**src/rtl/seq_det_pkg.sv**
```systemverilog
// Shared types and helpers for the parametrised serial pattern detector.
//   state_t     : detector FSM states (2-bit encoding)
//   fill_width  : width of a counter that must hold 0..n inclusive
//   match_fn    : masked compare of history against pattern
package seq_det_pkg;

    typedef enum logic [1:0] {
        DISABLED = 2'd0,
        FILL     = 2'd1,
        HUNT     = 2'd2,
        LOCKED   = 2'd3
    } state_t;

    // Fill counter width: FW = clog2(N+1), so that the value N itself fits.
    function automatic int fill_width(input int n);
        return $clog2(n + 1);
    endfunction

    // Operands are zero-extended to 32 bits by the caller; the unused upper
    // bits of mask are zero and therefore never affect the result.
    function automatic logic match_fn(input logic [31:0] hist,
                                      input logic [31:0] pattern,
                                      input logic [31:0] mask);
        return ((hist ^ pattern) & mask) == 32'd0;
    endfunction

endpackage

```
**src/rtl/seq_det_shift.sv**
```systemverilog
// History shift register with saturating fill counter.
// Ports:
//   clk, reset   : clock, synchronous active-high reset
//   shift_en_i   : consume x_i this cycle
//   clr_i        : clear history and fill (wins over shift_en_i)
//   x_i          : serial data bit
//   hist_nx_o    : history as it looks after shifting x_i in
//   full_nx_o    : fill count reaches N after shifting x_i in
// The post-shift views let the parent evaluate a match on the beat being
// consumed and register the result on the same edge.
module seq_det_shift #(
    parameter int N  = 4,
    parameter int FW = 3
) (
    input  logic         clk,
    input  logic         reset,
    input  logic         shift_en_i,
    input  logic         clr_i,
    input  logic         x_i,
    output logic [N-1:0] hist_nx_o,
    output logic         full_nx_o
);

    localparam logic [FW-1:0] FILL_MAX = FW'(N);

    logic [N-1:0]  hist_q;
    logic [FW-1:0] fill_q;
    logic [FW-1:0] fill_inc;

    // Newest bit enters at hist[0].
    assign hist_nx_o = {hist_q[N-2:0], x_i};
    assign fill_inc  = (fill_q == FILL_MAX) ? FILL_MAX : fill_q + 1'b1;
    assign full_nx_o = (fill_inc == FILL_MAX);

    always_ff @(posedge clk) begin
        if (reset || clr_i) begin
            hist_q <= '0;
            fill_q <= '0;
        end else if (shift_en_i) begin
            hist_q <= hist_nx_o;
            fill_q <= fill_inc;
        end
    end

endmodule

```
**src/rtl/seq_detector_param.sv**
```systemverilog
// Runtime-programmable serial pattern detector.
// Ports:
//   clk, reset   : clock, synchronous active-high reset
//   in_valid, x  : qualified serial input bit
//   cfg_load     : strobe latching cfg_pattern/mask/overlap/limit, arms detector
//   cfg_pattern  : pattern, bit N-1 received first
//   cfg_mask     : 1 = compare position, 0 = don't care
//   cfg_overlap  : 1 = overlapping matches, 0 = restart fill after a match
//   cfg_limit    : matches before lock-out, 0 = unlimited
//   rearm        : strobe clearing counter, history and lock
//   y            : registered one-cycle match pulse
//   match_cnt    : saturating match count since load/rearm
//   locked       : detector in LOCKED
//   armed        : detector in FILL or HUNT
module seq_detector_param
    import seq_det_pkg::*;
#(
    parameter int N  = 4,
    parameter int CW = 4
) (
    input  logic          clk,
    input  logic          reset,
    input  logic          in_valid,
    input  logic          x,
    input  logic          cfg_load,
    input  logic [N-1:0]  cfg_pattern,
    input  logic [N-1:0]  cfg_mask,
    input  logic          cfg_overlap,
    input  logic [CW-1:0] cfg_limit,
    input  logic          rearm,
    output logic          y,
    output logic [CW-1:0] match_cnt,
    output logic          locked,
    output logic          armed
);

    localparam int FW = fill_width(N);

    state_t        state_q, state_d;
    logic [N-1:0]  pattern_q, mask_q;
    logic          overlap_q;
    logic [CW-1:0] limit_q;
    logic [CW-1:0] cnt_q, cnt_d, cnt_inc;
    logic          y_q, y_d;

    logic          shift_en, hist_clr;
    logic [N-1:0]  hist_nx;
    logic          full_nx;
    logic          hit;

    seq_det_shift #(
        .N  (N),
        .FW (FW)
    ) u_shift (
        .clk        (clk),
        .reset      (reset),
        .shift_en_i (shift_en),
        .clr_i      (hist_clr),
        .x_i        (x),
        .hist_nx_o  (hist_nx),
        .full_nx_o  (full_nx)
    );

    assign cnt_inc = (cnt_q == '1) ? cnt_q : cnt_q + 1'b1;
    assign hit     = full_nx && match_fn(32'(hist_nx), 32'(pattern_q), 32'(mask_q));

    always_comb begin
        state_d  = state_q;
        cnt_d    = cnt_q;
        y_d      = 1'b0;
        shift_en = 1'b0;
        hist_clr = 1'b0;

        if (cfg_load) begin
            hist_clr = 1'b1;
            cnt_d    = '0;
            state_d  = FILL;
        end else if (rearm && (state_q != DISABLED)) begin
            hist_clr = 1'b1;
            cnt_d    = '0;
            state_d  = FILL;
        end else if (in_valid && ((state_q == FILL) || (state_q == HUNT))) begin
            shift_en = 1'b1;
            if (hit) begin
                y_d   = 1'b1;
                cnt_d = cnt_inc;
                // Lock-out takes precedence over the overlap rule.
                if ((limit_q != '0) && (cnt_inc == limit_q)) begin
                    state_d = LOCKED;
                end else if (!overlap_q) begin
                    // Restart from an empty window; clear wins over the shift.
                    hist_clr = 1'b1;
                    state_d  = FILL;
                end else begin
                    state_d = HUNT;
                end
            end else if (full_nx) begin
                state_d = HUNT;
            end
        end
    end

    always_ff @(posedge clk) begin
        if (reset) begin
            state_q   <= DISABLED;
            pattern_q <= '0;
            mask_q    <= '0;
            overlap_q <= 1'b0;
            limit_q   <= '0;
            cnt_q     <= '0;
            y_q       <= 1'b0;
        end else begin
            state_q <= state_d;
            cnt_q   <= cnt_d;
            y_q     <= y_d;
            if (cfg_load) begin
                pattern_q <= cfg_pattern;
                mask_q    <= cfg_mask;
                overlap_q <= cfg_overlap;
                limit_q   <= cfg_limit;
            end
        end
    end

    assign y         = y_q;
    assign match_cnt = cnt_q;
    assign locked    = (state_q == LOCKED);
    assign armed     = (state_q == FILL) || (state_q == HUNT);

endmodule

```
**config.mk**
```make
export PLATFORM = sky130hd
export DESIGN_NAME = seq_detector_param
export DESIGN_NICKNAME = d
export VERILOG_FILES = /design/src/rtl/seq_det_pkg.sv /design/src/rtl/seq_det_shift.sv /design/src/rtl/seq_detector_param.sv
export SDC_FILE = /design/constraint.sdc
export NUM_CORES = 1
export LEC_CHECK = 0
export CAP_MARGIN = 20
export CORE_MARGIN = 2
export CORE_UTILIZATION = 45
export DETAILED_ROUTE_END_ITERATION = 8
export DONT_BUFFER_PORTS = 1
export PLACE_DENSITY_LB_ADDON = 0.3
export SYNTH_ARGS = -nofsm -noshare
export SYNTH_HDL_FRONTEND = slang
export SYNTH_HIERARCHICAL = 1
export SYNTH_SLANG_ARGS = --single-unit
```
**constraint.sdc**
```tcl
create_clock -name clk -period 2.2 [get_ports clk]
set_clock_uncertainty 0.15 [all_clocks]
set_input_delay 0.22 -clock clk [delete_from_list [all_inputs] [get_ports clk]]
set_output_delay 0.22 -clock clk [all_outputs]
set_load 0.02 [all_outputs]
```
==> impl_metrics.py <==
metrics = {
    "power": {
        "powerDensity_mw_per_mm2": 456,
        "ir_drop_uv": 350,
        "cellLeakagePower_nw": 0.740,
    },
    "logic_synthesis": {
        "synth_cells": 135,
        "ys_seq_area_share_pct": 41.3,
        "ys_warn_count": 6,
        "synth_most_common_cell": "dfxtp_1",
        "ys_async_sr_fraction_pct": 0,
        "yosys-top-cells-count": "dfxtp_1, nor2_1, mux2i_1",
        "yosys.area.top_type": "dfxtp_1",
        "synth.distinct_cells": 33,
        "synth-seq-cells": 26,
        "syn_avg_cell_area_sq_um": 9.34,
        "yosys-top-cells-area": "dfxtp_1, mux2i_1, nor2_1, xor2_1, ha_1",
        "synthFlopType": "dfxtp_1",
        "synth_edf_count": 0,
        "synth_top_area_share_pct": 41.3,
        "synthesis.area_sq_mm": 0.00126,
        "synth.net_count": 159,
    },
    "placement": {
        "place.gp.congestion": 0.787,
        "io_buffers": 0,
        "place_inst": 174,
        "dp_hpwl_microns": 1860,
        "placement.cell_area_sq_mm": 0.00139,
    },
    "drt": {
        "wl_per_cell_microns": 14.5,
        "ant_nets": 0,
        "drc": 0,
        "drt-total-wl_microns": 3050,
        "vias": 1146,
        "via_per_inst": 5.43,
        "drtIter0Drc": 33,
        "dr.pass1.iters": 4,
    },
    "critical_path": {
        "critical_path_class": "reg2reg",
        "cp_cell_sequence": "inv_2 -> ha_4 -> nor2b_4 -> o21ai_2 -> nor3b_2 -> nand3_1 -> a21oi_2 -> nand3b_1 -> a41oi_2 -> nand2b_4 -> or2_4 -> buf_6 -> nor2_1",
        "r2r_slack_ps": 40,
        "start_kind": "flip-flop",
        "max_stage_delay_ps": 390,
        "path_delay_family": "simple AND/OR/NAND/NOR gates",
        "cp.buffers_inverters": 2,
        "critical-path-slowest-cell": "dfxtp_4",
        "critical_path_required_ps": 2290,
        "worstPathArrival_ps": 2250,
        "endpoint_kind": "flip-flop",
        "path_max_fanout": 5,
    },
    "finish": {
        "area_growth_pct": 44.1,
        "nNetsFinal": 206,
        "antennaDiodeCount": 0,
        "design_area_sq_mm": 0.00182,
        "finalNonFillerCells": 211,
        "layout-drive-gt1-share_pct": 27.2,
    },
    "clocking": {
        "root_buffer": "clkbuf_4",
        "numCtsBuffers": 3,
        "clk_pin_slew_worst_paths_ps": 130,
        "h-tree-depth": 1,
        "clock_latency_ps": 330,
        "clockBufferDepth": 2,
        "cts_tree": "built",
        "cts_sinks": 26,
    },
    "job": {
        "cap_violations": 0,
    },
    "sta": {
        "maxSlewViolCount": 0,
        "period_minus_slack_ps": 2160,
        "setup_viol": 0,
        "fmax_ghz": 0.464,
        "tightest_slew_ps": 672,
        "slew_headroom_pct": 55.1,
        "finalCritPeriodShare_pct": 98.1,
        "final_hold_viol_count": 0,
        "rsz0062_at_grt": "yes",
    },
    "floorplanning": {
        "die_area_sq_mm": 0.00324,
        "ios": 26,
        "core_region_area_sq_mm": 0.00271,
        "fp.dieW_microns": 56.9,
        "start_util_pct": 46.5,
        "rows": 19,
        "die_h_microns": 56.9,
    },
    "global_routing": {
        "grt_pass1_wl_microns": 5190,
        "grt.overflow.total": 0,
        "grt_max_degree": 18,
        "grt_pass1_vias": 1130,
        "grt_use_total_pct": 20.6,
        "antenna_found_initial": 0,
    },
    "outcome": {
        "status": "completed",
    },
    "min_path": {
        "holdCritPathClass": "in2reg",
    },
}
## final cells by class
| class | count | area [sq um] |
|---|---|---|
| Fill cell | 225 | 892 |
| Multi-Input combinational cell | 97 | 766 |
| Sequential cell | 26 | 531 |
| Timing Repair Buffer | 49 | 439 |
| Tap cell | 31 | 38.8 |
| Clock buffer | 3 | 22.5 |
| Inverter | 5 | 21.3 |
## metal layers
| metal | vias to the layer above | share of wire [%] | global-route usage (%) |
|---|---|---|---|
| met3 | 5 | 5.5 | 3.63 |
| met5 | - | 0 | 0 |
| met1 | 549 | 42 | 24.8 |
| met2 | 34 | 51 | 36.3 |
| met4 | 0 | 1.5 | 7.97 |
| li1 | 558 | - | - |
## per-stage QoR
| step | power (W) | TNS [ps] | hold slack (ps) | setup slack [ps] | utilization (%) |
|---|---|---|---|---|---|
| 2_1_floorplan | 0.000572 | 0 | 217 | 6.98 | - |
| 3_3_place_gp | 0.000574 | 0 | 146 | 30.1 | 51.2 |
| 3_5_place_dp | 0.000576 | -681 | 148 | -125 | 51.2 |
| 4_1_cts | 0.000824 | 0 | 36.7 | 11.7 | 64.1 |
| 5_1_grt | 0.000866 | -599 | 51.1 | -103 | 67.1 |
| 6_report | 0.000829 | 0 | 34.3 | 42.8 | 67.1 |
## worst paths after layout
check	end	cells after the start	from
max	u_shift/hist_q[1]	13	u_shift/fill_q[1]
max reg2reg	u_shift/hist_q[1]	13	u_shift/fill_q[1]
min reg2reg	state_q[1]	2	state_q[1]
min	y	2	reset
## sequential cells by signal (all words and copies together) (netlist names)
signal / cells
match_cnt: 4
pattern_q: 4
y: 1
limit_q: 4
u_shift/fill_q: 3
mask_q: 4
state_q: 2
u_shift/hist_q: 3
overlap_q: 1
## repair_timing
action                                 CTS  global route
setup endpoints to repair                7            10
pin swaps                                4             7
resized for setup                        4            20
hold buffers                            27             0
setup buffers                            6             2
endpoints found under the hold margin   16             0
## cells in the final DEF, fill, tap and decap left out, types with 2 or more instances in the layout
cell and count:
nor2_1 20, ha_4 2, nand2b_4 2, xor2_1 8, nand3b_1 2, mux2i_1 18
buf_4 21, inv_1 3, or2_2 2, dfxtp_1 22, dfxtp_2 2, clkbuf_4 3
a21oi_1 6, ha_1 2, nand2_1 4, nand3_1 7, dlygate4sd3_1 27, dfxtp_4 2
nand2b_1 2
## power breakdown
group	switching, W	internal, W
clock network	0.000140	0.0000645
logic	0.0000481	0.0000786
registers	0.0000128	0.000485
## logic make-up (layout without fill, tap and decap cells)
family	after synthesis	in the layout	share of synthesized area [%]
adder cells (fa/ha/maj)	5	5	4.96
AND/OR/NAND/NOR	47	47	18.5
buffers and inverters	12	57	4.17
flip-flops	26	26	41.3
XOR/XNOR	9	9	6.25
multiplexers	19	19	15.1
AO/OA/AOI/OAI	17	17	9.82
## worst register-to-register path, cell delays in order (launching register included)
cell	delay [ps]
dfxtp_4	390
inv_2	70
ha_4	150
nor2b_4	40
o21ai_2	50
nor3b_2	170
nand3_1	140
a21oi_2	160
nand3b_1	100
a41oi_2	220
nand2b_4	160
or2_4	120
buf_6	110
nor2_1	40
Note: power is estimated with default switching activity, not from simulation.
